### src/rtl/hp35_bus_pkg.sv
// Shared defaults and receiver state type for the HP-35 serial bus receiver.
package hp35_bus_pkg;

  localparam int SYNC_STAGES_DEF = 2;
  localparam int WORD_BITS_DEF   = 56;
  localparam int INSTR_BITS_DEF  = 10;

  typedef enum logic [1:0] {
    ST_UNALIGNED,
    ST_ALIGNED,
    ST_LOCKED
  } rx_state_e;

endpackage

### src/rtl/hp35_sync_edge.sv
// Multi-flop synchronizer for one asynchronous bus line, plus a rising-edge pulse
// taken from the synchronized level.
module hp35_sync_edge #(
  parameter int STAGES = 2
) (
  input  logic clk_i,
  input  logic rst_i,
  input  logic d_i,
  output logic q_o,
  output logic rise_o
);

  logic [STAGES-1:0] sync_q;
  logic              prev_q;

  always_ff @(posedge clk_i or posedge rst_i) begin
    if (rst_i) begin
      sync_q <= '0;
      prev_q <= 1'b0;
    end else begin
      sync_q <= {sync_q[STAGES-2:0], d_i};
      prev_q <= sync_q[STAGES-1];
    end
  end

  assign q_o    = sync_q[STAGES-1];
  assign rise_o = sync_q[STAGES-1] & ~prev_q;

endmodule

### src/rtl/hp35_bus_rx.sv
// HP-35 serial bus receiver: deserializes bcd/is words framed by the sync line
// and hands complete, correctly framed words to a ready/valid consumer.
//
// state        | meaning
// ST_UNALIGNED | no frame boundary seen yet; next frame end only aligns
// ST_ALIGNED   | boundary known, waiting for first well-formed frame
// ST_LOCKED    | last frame was well formed and emitted
module hp35_bus_rx
  import hp35_bus_pkg::*;
#(
  parameter int SYNC_STAGES = SYNC_STAGES_DEF,
  parameter int WORD_BITS   = WORD_BITS_DEF,
  parameter int INSTR_BITS  = INSTR_BITS_DEF
) (
  input  logic                  wb_clk_i,
  input  logic                  wb_rst_i,
  input  logic                  enable,
  input  logic                  phi2_in,
  input  logic                  sync_in,
  input  logic                  is_in,
  input  logic                  bcd_in,
  input  logic                  out_ready,
  input  logic                  clr_err,
  output logic                  out_valid,
  output logic [WORD_BITS-1:0]  out_word,
  output logic [INSTR_BITS-1:0] out_instr,
  output logic                  locked,
  output logic                  frame_err,
  output logic                  overrun,
  output logic [15:0]           frame_cnt
);

  localparam int              CNT_W    = $clog2(WORD_BITS);
  localparam logic [CNT_W-1:0] LAST_BIT = CNT_W'(WORD_BITS - 1);
  localparam logic [3:0]      RUN_GOOD = 4'(INSTR_BITS);

  logic       phi2_rise, sync_s, is_s, bcd_s;
  logic       unused_phi2_s;
  logic [2:0] unused_rise;

  hp35_sync_edge #(.STAGES(SYNC_STAGES)) u_sync_phi2 (
    .clk_i(wb_clk_i), .rst_i(wb_rst_i), .d_i(phi2_in), .q_o(unused_phi2_s), .rise_o(phi2_rise));
  hp35_sync_edge #(.STAGES(SYNC_STAGES)) u_sync_sync (
    .clk_i(wb_clk_i), .rst_i(wb_rst_i), .d_i(sync_in), .q_o(sync_s), .rise_o(unused_rise[0]));
  hp35_sync_edge #(.STAGES(SYNC_STAGES)) u_sync_is (
    .clk_i(wb_clk_i), .rst_i(wb_rst_i), .d_i(is_in), .q_o(is_s), .rise_o(unused_rise[1]));
  hp35_sync_edge #(.STAGES(SYNC_STAGES)) u_sync_bcd (
    .clk_i(wb_clk_i), .rst_i(wb_rst_i), .d_i(bcd_in), .q_o(bcd_s), .rise_o(unused_rise[2]));

  rx_state_e              state_q;
  logic [CNT_W-1:0]       bitcnt_q;
  logic [3:0]             run_q;
  logic [WORD_BITS-1:0]   word_sr_q, word_d;
  logic [INSTR_BITS-1:0]  instr_sr_q, instr_d;
  logic                   out_valid_q, frame_err_q, overrun_q;
  logic [WORD_BITS-1:0]   out_word_q;
  logic [INSTR_BITS-1:0]  out_instr_q;
  logic [15:0]            frame_cnt_q;

  logic strobe, frame_end, good, in_frame, emit, frame_fault;

  // A nonzero sync run means the previous strobe saw sync high.
  assign strobe      = enable & phi2_rise;
  assign frame_end   = strobe & ~sync_s & (run_q != '0);
  assign good        = frame_end & (bitcnt_q == LAST_BIT) & (run_q == RUN_GOOD);
  assign in_frame    = (state_q != ST_UNALIGNED);
  assign emit        = in_frame & good;
  assign frame_fault = strobe & in_frame & (frame_end ? ~good : (bitcnt_q == LAST_BIT));
  assign word_d      = {bcd_s, word_sr_q[WORD_BITS-1:1]};
  assign instr_d     = {is_s, instr_sr_q[INSTR_BITS-1:1]};

  always_ff @(posedge wb_clk_i or posedge wb_rst_i) begin
    if (wb_rst_i) begin
      state_q    <= ST_UNALIGNED;
      bitcnt_q   <= '0;
      run_q      <= '0;
      word_sr_q  <= '0;
      instr_sr_q <= '0;
    end else if (!enable) begin
      state_q  <= ST_UNALIGNED;
      bitcnt_q <= '0;
      run_q    <= '0;
    end else if (strobe) begin
      word_sr_q <= word_d;
      if (sync_s) begin
        instr_sr_q <= instr_d;
        if (run_q != 4'hF) run_q <= run_q + 4'd1;
      end else begin
        run_q <= '0;
      end
      case (state_q)
        ST_UNALIGNED: begin
          if (frame_end) state_q <= ST_ALIGNED;
          bitcnt_q <= '0;
        end
        default: begin
          if (frame_end) begin
            bitcnt_q <= '0;
            state_q  <= good ? ST_LOCKED : ST_UNALIGNED;
          end else if (bitcnt_q == LAST_BIT) begin
            bitcnt_q <= '0;
            state_q  <= ST_UNALIGNED;
          end else begin
            bitcnt_q <= bitcnt_q + 1'b1;
          end
        end
      endcase
    end
  end

  always_ff @(posedge wb_clk_i or posedge wb_rst_i) begin
    if (wb_rst_i) begin
      out_valid_q <= 1'b0;
      out_word_q  <= '0;
      out_instr_q <= '0;
      frame_cnt_q <= '0;
      frame_err_q <= 1'b0;
      overrun_q   <= 1'b0;
    end else begin
      if (emit && (!out_valid_q || out_ready)) begin
        out_valid_q <= 1'b1;
        out_word_q  <= word_d;
        out_instr_q <= instr_sr_q;
        frame_cnt_q <= frame_cnt_q + 16'd1;
      end else if (out_valid_q && out_ready) begin
        out_valid_q <= 1'b0;
      end
      // A fresh error in the same cycle as clr_err keeps the flag set.
      if (emit && out_valid_q && !out_ready) overrun_q <= 1'b1;
      else if (clr_err)                      overrun_q <= 1'b0;
      if (frame_fault)  frame_err_q <= 1'b1;
      else if (clr_err) frame_err_q <= 1'b0;
    end
  end

  assign out_valid = out_valid_q;
  assign out_word  = out_word_q;
  assign out_instr = out_instr_q;
  assign frame_cnt = frame_cnt_q;
  assign frame_err = frame_err_q;
  assign overrun   = overrun_q;
  assign locked    = (state_q == ST_LOCKED);

endmodule
### config.mk
export PLATFORM = sky130hd
export DESIGN_NAME = hp35_bus_rx
export DESIGN_NICKNAME = d
export VERILOG_FILES = /design/src/rtl/hp35_bus_pkg.sv /design/src/rtl/hp35_sync_edge.sv /design/src/rtl/hp35_bus_rx.sv
export SDC_FILE = /design/constraint.sdc
export NUM_CORES = 1
export LEC_CHECK = 0
export ABC_AREA = 1
export CAP_MARGIN = 15
export CORE_ASPECT_RATIO = 1.2
export CORE_UTILIZATION = 44
export CTS_BUF_LIST = sky130_fd_sc_hd__clkbuf_16
export DETAILED_ROUTE_END_ITERATION = 10
export PLACE_DENSITY = 0.64
export SLEW_MARGIN = 25
export SYNTH_ARGS = -nofsm -noshare
export SYNTH_HDL_FRONTEND = slang
export SYNTH_SLANG_ARGS = --single-unit
### constraint.sdc
create_clock -name wb_clk_i -period 17.5 [get_ports wb_clk_i]
set_input_delay 5.25 -clock wb_clk_i [delete_from_list [all_inputs] [get_ports wb_clk_i]]
set_output_delay 5.25 -clock wb_clk_i [all_outputs]
set_load 0.02 [all_outputs]
==> metrics.txt, run 1 <==
met3 capacity usage during global routing=0.0476; main combinational cell family by area after synthesis=simple AND/OR/NAND/NOR gates; area leader, netlist=dfrtp_1; cell with the most instances after synthesis=nand2_1; Yosys top cell area share=0.612; xor/xnor cell area share of the yosys netlist=0.00626; Worst VDD drop=63.4 uV; HP Class=register to register; layout cells sized above 1=0.0427; final WL=14000 um; total CTS buffers=17; aggregate global-route resource usage=0.186; final instance area=8650 um2; final RePlAce weighted congestion=0.846; Synth-to-Final Area Change=23.7%; Post-synth ARST share=1.00; nets@finish=869; Commonest cells post-synth=222 x nand2_1, 171 x dfrtp_1, 100 x inv_1, 85 x o21ai_0, 57 x o21ai_1; Setup TNS=0 ns; adder-cell share of the synthesized area=0.00894; Max Slew Vio Count=0; Worst Tran Pin Value=0.889 ns; clock skew=0.00740 ns; footprint of the multi-input gates=2160 um2; hold_buf cts=0; Cell Pwr Density=94.7 nW/um2; grt peak-use layer=met2; fin crit period=7.35 ns; proportion of synthesized area in mux cells=0.00143; Yosys reg bits=171; CTS Sinks=171; height of the die=140 um; dpl cell area=8040 um2; filler cell count=1403; cells after synthesis=772; outcome=finished clean; Fin. Hold Viols=0; Mean Syn Cell Area=9.06 um2; Peak Freq=136 MHz; clk buf depth=2; CP Launch Type=input port; drt wl/cell=13.0 um; Vias=5229; HPWL after detailed placement=9200 um; initial core utilization=0.449; Pleak=3.75 nW; post-synthesis compound-gate area fraction=0.109; final setup violation count=0; Die Area=16400 um2; Worst Path Max Fanout=48; register area share after synthesis=0.612; Synth area leaders=dfrtp_1 61%, nand2_1 12%, o21ai_0 6.1%; RSZ-0062 raised after global routing=false; Avg Vias per Cell=4.87; Post-Synth Simple-Gate Area=0.183; setup slack after placement=9.20 ns; Final WS setup=10.15 ns; met1 Track Usage GR=0.249; First-pass DRT Iterations=5; yosys warns=0; ys flop type=dfrtp_1; vias in the first global route=5123; H-Tree Depth=4; critical path class=input port to register; n_diodes=0; worst path arrival time=7.66 ns; post-route ant nets=0; DRC viols=0; IO buf count=94; initial antenna violation count=0; Netlist Area Pre-Place=7000 um2; total grt overflow=0; core box area=15600 um2; first-pass GRT wire length=23700 um; sequential cell area=4280 um2; std cell rows=50; post-CTS sizing=0; CTS tree=built; Max Cap Viol=0; crit share post-route=0.420; setup bufs post-CTS=0; worst-skew pair later-pin latency=0.42 ns; Synth cell types=25; initial drt markers=367; CP endpoint kind=register; number of flops mapped to enable cells by yosys=0; syn_nets=786; clk root buf=clkbuf_16; num ports=95; die width=117 um; Layout Utilization=0.555; met2 usage=0.292; headroom to the max-slew limit=0.408; largest net degree at the start of global routing=136; Clock transition at path regs=0.06 ns; Critical Path RT=17.81 ns
## where the power goes
| part | internal [mW] | switching (mW) |
|---|---|---|
| Combinational | 0.00815 | 0.0217 |
| Clock | 0.234 | 0.146 |
| Sequential | 0.405 | 0.00504 |
## sequential cells by signal, indices dropped and copies added (netlist names), 4 cells and up
name,count
out_word,56
word_sr_q,55
frame_cnt,16
instr_sr_q,10
out_instr,10
bitcnt_q,6
run_q,4
## metal layers
layer / part of all wire / vias to the layer above / wire [um]
li1: - / 2608 / -
met1: 0.46 / 2499 / 6400
met2: 0.48 / 104 / 6640
met3: 0.050 / 18 / 702
met4: 0.015 / 0 / 212
met5: 0 / - / 0
## cell usage in the layout, fill, tap and decap left out
cell,instances
nand3_4,2
nand3_1,31
nor3_1,1
buf_12,1
nand3b_1,1
nand4_1,16
nand2_2,1
mux2i_1,1
o21ai_1,57
dfrtp_1,171
clkinvlp_4,1
nand2_1,222
o21ai_0,85
nor2_1,26
clkinv_1,2
ha_1,5
xor2_1,5
clkinv_2,3
clkbuf_16,17
bufinv_16,4
nor2_4,2
o22ai_1,3
nor2_2,3
inv_6,1
clkdlybuf4s50_1,94
buf_6,2
inv_1,102
a21oi_1,7
## layout make-up
cell class	instances	area share
repair buffers	97	0.114
multi-input cells	468	0.250
well taps	208	0.0301
clock inverters	13	0.0187
inverters	100	0.0440
clock buffers	17	0.0492
flip-flops and latches	171	0.495
## worst max-delay path: stages
cell and delay [ns]:
clkdlybuf4s50_1 0.67, nand3_4 0.44, nor2_4 0.22, nand2_2 0.12, nor2_1 0.13, nand4_1 0.52
nand2_1 0.23, nand2_1 0.07
## logic make-up after synthesis
logic type               after synthesis
flip-flops                           171
AND/OR/NAND/NOR                      305
buffers and inverters                133
AO/OA/AOI/OAI                        152
multiplexers                           1
adder cells (fa/ha/maj)                5
XOR/XNOR                               5
## worst paths after layout
kind	slack, ns	cells past startpoint	startpoint	to
max	10.15	8	enable	frame_cnt[12]
min	0.35	0	u_sync_bcd.sync_q[0]	u_sync_bcd.sync_q[1]
max reg2reg	15.22	8	u_sync_phi2.prev_q	frame_cnt[12]
min reg2reg	0.35	0	u_sync_bcd.sync_q[0]	u_sync_bcd.sync_q[1]
max in group asynchronous	10.91	3	wb_rst_i	word_sr_q[10]
min in group asynchronous	5.36	2	wb_rst_i	overrun
## per-stage QoR
stage / cells / total power, mW / hold slack (ns)
floorplan: 772 / 0.439 / 0.331
global placement: 1043 / 0.446 / 0.334
detailed placement: 1043 / 0.448 / 0.337
CTS: 1073 / 0.829 / 0.349
global route: 1074 / 0.849 / 0.359
finish: 1074 / 0.819 / 0.349
(Power assumes the default switching activity.)
==> inputs of run 2 (changes only) <==
- PLACE_DENSITY: 0.64 -> 0.67
- clock period: 17.5 -> 6.7 ns (I/O delays scaled with it)
==> metrics.txt, run 2 (synthesized netlist as in run 1, its figures left out) <==
fin crit period=3.81 ns; n_diodes=0 (unchanged); Setup TNS=0 ns (unchanged); filler cell count=1403 (unchanged); num ports=95 (unchanged); CTS tree=built (unchanged); Hold Crit Depth=0 (unchanged); clock skew=0.0101 ns (was 0.00740 ns); largest net degree at the start of global routing=112 (was 136); final WL=13600 um (was 14000 um); total CTS buffers=17 (unchanged); most common cell after layout, fill and taps aside=nand2_1 (unchanged); worst-skew pair later-pin latency=0.42 ns (about the same); first-pass GRT wire length=23500 um (was 23700 um); Clock transition at path regs=0.06 ns (about the same); final RePlAce weighted congestion=0.810 (was 0.846); std cell rows=50 (unchanged); HPWL after detailed placement=8690 um (was 9200 um); Synth-to-Final Area Change=23.8% (was 23.7%); CTS Sinks=171 (unchanged); vias in the first global route=4880 (was 5123); CP Launch Type=input port (unchanged); total grt overflow=0 (unchanged); die width=117 um (unchanged); Avg Vias per Cell=4.75 (was 4.87); Fin. Hold Viols=0 (unchanged); drt wl/cell=12.6 um (was 13.0 um); Pint=1.66 mW (was 0.647 mW); initial core utilization=0.449 (unchanged); post-CTS sizing=0 (unchanged); Sw Pwr=0.464 mW (was 0.172 mW); Pleak=3.75 nW (about the same); layout cells sized above 1=0.0461 (was 0.0427); crit share post-route=0.569; Critical Path RT=6.99 ns (was 17.81 ns); Worst Tran Pin Value=0.905 ns (was 0.889 ns); headroom to the max-slew limit=0.397 (was 0.408); critical path class=input port to register (unchanged); max reg flops=56 (unchanged); commonest cells after routing, fill and taps aside=222 x nand2_1, 171 x dfrtp_1, 101 x inv_1 (was 222 x nand2_1, 171 x dfrtp_1, 102 x inv_1); H-Tree Depth=4 (unchanged); Sw Ratio=0.219 (was 0.210); core box area=15600 um2 (unchanged); nets@finish=870 (was 869); Worst Path Max Fanout=39 (was 48); IO buf count=94 (unchanged); CP endpoint kind=register (unchanged); Max Cap Viol=0 (unchanged); initial drt markers=421 (was 367); Inst Count DP=1044 (was 1043); initial antenna violation count=0 (unchanged); Die Area=16400 um2 (unchanged); hold_ws=0.346 ns (was 0.349 ns); Max Slew Vio Count=0 (unchanged); DRC viols=0 (unchanged); Cell Pwr Density=245 nW/um2 (was 94.7 nW/um2); FF-to-FF path depth=10 (was 8); Worst VDD drop=161 uV (was 63.4 uV); Comb pwr share=0.037 (was 0.036); Peak Freq=262 MHz; sequential share of power=0.505 (was 0.501); RSZ-0062 raised after global routing=false (unchanged); Clock Power Share=0.459 (was 0.463); clk buf depth=2 (unchanged); clk root buf=clkbuf_16 (unchanged); Vias=5107 (was 5229); aggregate global-route resource usage=0.183 (was 0.186); worst path arrival time=4.11 ns (was 7.66 ns); R2R setup slack=4.41 ns (was 15.22 ns); height of the die=140 um (unchanged); final setup violation count=0 (unchanged); post-route ant nets=0 (unchanged); Finished Layout Cells=1076 (was 1074); setup bufs post-CTS=0 (unchanged); hold_buf cts=0 (unchanged); HP Class=register to register (unchanged); outcome=finished clean (unchanged); First-pass DRT Iterations=4 (was 5)
[run 2: cell types whose count changed in the layout (fill, tap and decap cells not counted), sizes merged]
cell	before	now
buf	3	4
bufinv	4	3
clkinv	5	6
clkinvlp	1	2
[run 2: path summary, 6_finish.rpt]
kind	from	to
max in group asynchronous	wb_rst_i	word_sr_q[10]
hold / removal	u_sync_is.sync_q[0]	u_sync_is.sync_q[1]
min in group asynchronous	wb_rst_i	bitcnt_q[5]
setup reg to reg	run_q[0]	out_word[11]
setup / recovery	enable	out_word[11]
hold reg to reg	u_sync_is.sync_q[0]	u_sync_is.sync_q[1]
[run 2: critical path, stage by stage]
cell and delay, ns:
clkdlybuf4s50_1 0.65, nand3_4 0.12, nor2_4 0.11, nand2_2 0.11
nor2_4 0.16, nand3_4 0.33, buf_4 0.41, nand2_1 0.10
o21ai_1 0.06
[run 2: power groups by stage]
stage	Sequential [mW]	Combinational, mW	Clock [mW]
5_1_grt	1.07	0.0941	1.04
2_1_floorplan	1.09	0.0587	0
6_report	1.07	0.0782	0.974
4_1_cts	1.07	0.0812	0.998
3_3_place_gp	1.09	0.0793	0
3_5_place_dp	1.09	0.0806	0
[run 2: routing by layer]
| layer | vias to the layer above | wire length (um) | track usage |
|---|---|---|---|
| li1 | 2619 | - | - |
| met1 | 2377 | 6430 | 0.246 |
| met2 | 101 | 6390 | 0.285 |
| met3 | 10 | 666 | 0.0537 |
| met4 | 0 | 125 | 0.0580 |
| met5 | - | 0 | 0 |
[run 2: area by class of cell]
cell class / count / area (um2) / area share
flip-flops and latches: 171 / 4280 / 0.494
multi-input cells: 468 / 2160 / 0.250
repair buffers: 98 / 996 / 0.115
clock buffers: 17 / 425 / 0.0491
inverters: 100 / 380 / 0.0439
well taps: 208 / 260 / 0.0301
clock inverters: 14 / 156 / 0.0181
[run 2: metrics by stage]
| step | utilization | power [mW] | worst slack, ns | instance area (um2) |
|---|---|---|---|---|
| 2_1_floorplan | - | 1.15 | 0.0582 | 7000 |
| 3_3_place_gp | 0.517 | 1.17 | 1.89 | 8060 |
| 3_5_place_dp | 0.517 | 1.17 | 1.88 | 8060 |
| 4_1_cts | 0.555 | 2.15 | 2.31 | 8640 |
| 5_1_grt | 0.556 | 2.21 | 2.69 | 8660 |
| 6_report | 0.556 | 2.12 | 2.89 | 8660 |
==> inputs of run 3 (changes only) <==
- clock period: 6.7 -> 3.25 ns (I/O delays scaled with it)
==> metrics.txt, run 3 (synthesized netlist as in run 1, its figures left out) <==
Layout Utilization=0.557 (was 0.556); CTS Sinks=171 (unchanged); clk root buf=clkbuf_16 (unchanged); Critical Path, Cell by Cell=clkdlybuf4s50_1 (was clkdlybuf4s50_1 > nand3_4 > nor2_4 > nand2_2 > nor2_4 > nand3_4 > buf_4 > nand2_1 > o21ai_1); final setup violation count=0 (unchanged); Crit-path slowest cell=clkdlybuf4s50_1 (unchanged); Die Area=16400 um2 (unchanged); initial drt markers=383 (was 421); Peak Freq=392 MHz; Worst VDD drop=289 uV (was 161 uV); hold wc startpoint=u_sync_phi2.sync_q[0] (was u_sync_is.sync_q[0]); largest net degree at the start of global routing=136 (was 112); CTS tree=built (unchanged); vias in the first global route=4833 (was 4880); initial core utilization=0.449 (unchanged); n_diodes=0 (unchanged); clk buf depth=2 (unchanged); Clock transition at path regs=0.06 ns (about the same); Synth-to-Final Area Change=24.1% (was 23.8%); met3 capacity usage during global routing=0.0511 (was 0.0537); worst path buffer plus inverter count=1 (was 2); Setup TNS=0 ns (unchanged); initial antenna violation count=0 (unchanged); Avg Vias per Cell=4.75 (about the same); total CTS buffers=17 (unchanged); First-pass DRT Iterations=4 (unchanged); Worst Path Max Fanout=9 (was 39); CP endpoint kind=output port (was register); worst-skew pair later-pin latency=0.42 ns (about the same); first-pass GRT wire length=23000 um (was 23500 um); Finished Layout Cells=1081 (was 1076); final RePlAce weighted congestion=0.844 (was 0.810); IO buf count=94 (unchanged); die width=117 um (unchanged); R2R Path Start=run_q[0] (unchanged); layout cells sized above 1=0.0515 (was 0.0461); Fin. Hold Viols=0 (unchanged); worst path arrival time=1.58 ns (was 4.11 ns); total grt overflow=0 (unchanged); height of the die=140 um (unchanged); outcome=finished clean (unchanged); drt wl/cell=12.6 um (about the same); setup bufs post-CTS=0 (unchanged); grt peak-use layer=met2 (unchanged); HP Class=register to register (unchanged); DRC viols=0 (unchanged); kind of cell adding the most delay to the critical path=buffers and inverters (unchanged); Vias=5136 (was 5107); met1 Track Usage GR=0.250 (was 0.246); aggregate global-route resource usage=0.180 (was 0.183); Worst Setup SP=frame_cnt[5] (was enable); num ports=95 (unchanged); clock skew=0.00847 ns (was 0.0101 ns); Pleak=3.77 nW (was 3.75 nW); Critical Path RT=2.27 ns (was 6.99 ns); met2 usage=0.272 (was 0.285); nets@finish=874 (was 870); max reg flops=56 (unchanged); core box area=15600 um2 (unchanged); fin crit period=2.55 ns; std cell rows=50 (unchanged); Worst Tran Pin Value=0.528 ns (was 0.905 ns); hold_buf cts=0 (unchanged); critical path class=register to output port (was input port to register); commonest cells after routing, fill and taps aside=222 x nand2_1, 171 x dfrtp_1, 101 x inv_1 (unchanged); most common cell after layout, fill and taps aside=nand2_1 (unchanged); Max Cap Viol=0 (unchanged); Inst Count DP=1049 (was 1044); headroom to the max-slew limit=0.648 (was 0.397); RSZ-0062 raised after global routing=false (unchanged); post-CTS sizing=0 (unchanged); crit share post-route=0.785; final WL=13600 um (about the same); HPWL after detailed placement=8760 um (was 8690 um); CP Launch Type=register (was input port); post-route ant nets=0 (unchanged); Cell Pwr Density=496 nW/um2 (was 245 nW/um2); crit-path max cell delay=0.66 ns (was 0.65 ns); H-Tree Depth=4 (unchanged); Max Slew Vio Count=0 (unchanged)
run 3: cell count changes in the layout (fill, tap and decap cells not counted):
cell        before  now
bufinv_16        3    2
clkinv_4         2    4
clkinv_2         2    5
buf_12           2    3
buf_4            2    5
clkinvlp_4       2    1
inv_6            2    0
run 3: final timing paths:
check                                        end  slack [ns]  cells past startpoint
setup / recovery                    frame_cnt[5]        0.70                      1
hold / removal             u_sync_phi2.sync_q[1]        0.35                      0
setup reg to reg                    out_word[30]        1.31                     10
hold reg to reg            u_sync_phi2.sync_q[1]        0.35                      0
max in group asynchronous           out_word[15]        1.76                      3
min in group asynchronous               run_q[1]        1.06                      3
run 3: layout make-up:
class,count,area [um2]
Clock buffer,17,425
Timing Repair Buffer,102,1040
Tap cell,208,260
Clock inverter,15,135
Multi-Input combinational cell,468,2160
Inverter,100,379
Fill cell,1431,6900
Sequential cell,171,4280
run 3: routing by layer:
layer | wire length (um) | up-vias
met4 | 150 | 0
met1 | 6540 | 2421
met3 | 586 | 12
met5 | 0 | -
met2 | 6360 | 82
li1 | - | 2621
run 3: report_power, final:
| group | leakage (nW) | internal (mW) | switching [mW] |
|---|---|---|---|
| Combinational | 1.13 | 0.0471 | 0.117 |
| Sequential | 2.35 | 2.18 | 0.0257 |
| Clock | 0.288 | 1.12 | 0.815 |
| Total | 3.77 | 3.35 | 0.958 |
run 3: stage by stage:
| stage | total power [mW] | worst slack [ns] | instance area, um2 | hold slack, ns |
|---|---|---|---|---|
| floorplan | 2.36 | 0.0923 | 7000 | 0.331 |
| global placement | 2.41 | 0.416 | 8120 | 0.334 |
| detailed placement | 2.42 | 0.334 | 8120 | 0.336 |
| CTS | 4.35 | 0.682 | 8680 | 0.350 |
| global route | 4.47 | 0.623 | 8680 | 0.358 |
| finish | 4.30 | 0.699 | 8680 | 0.347 |
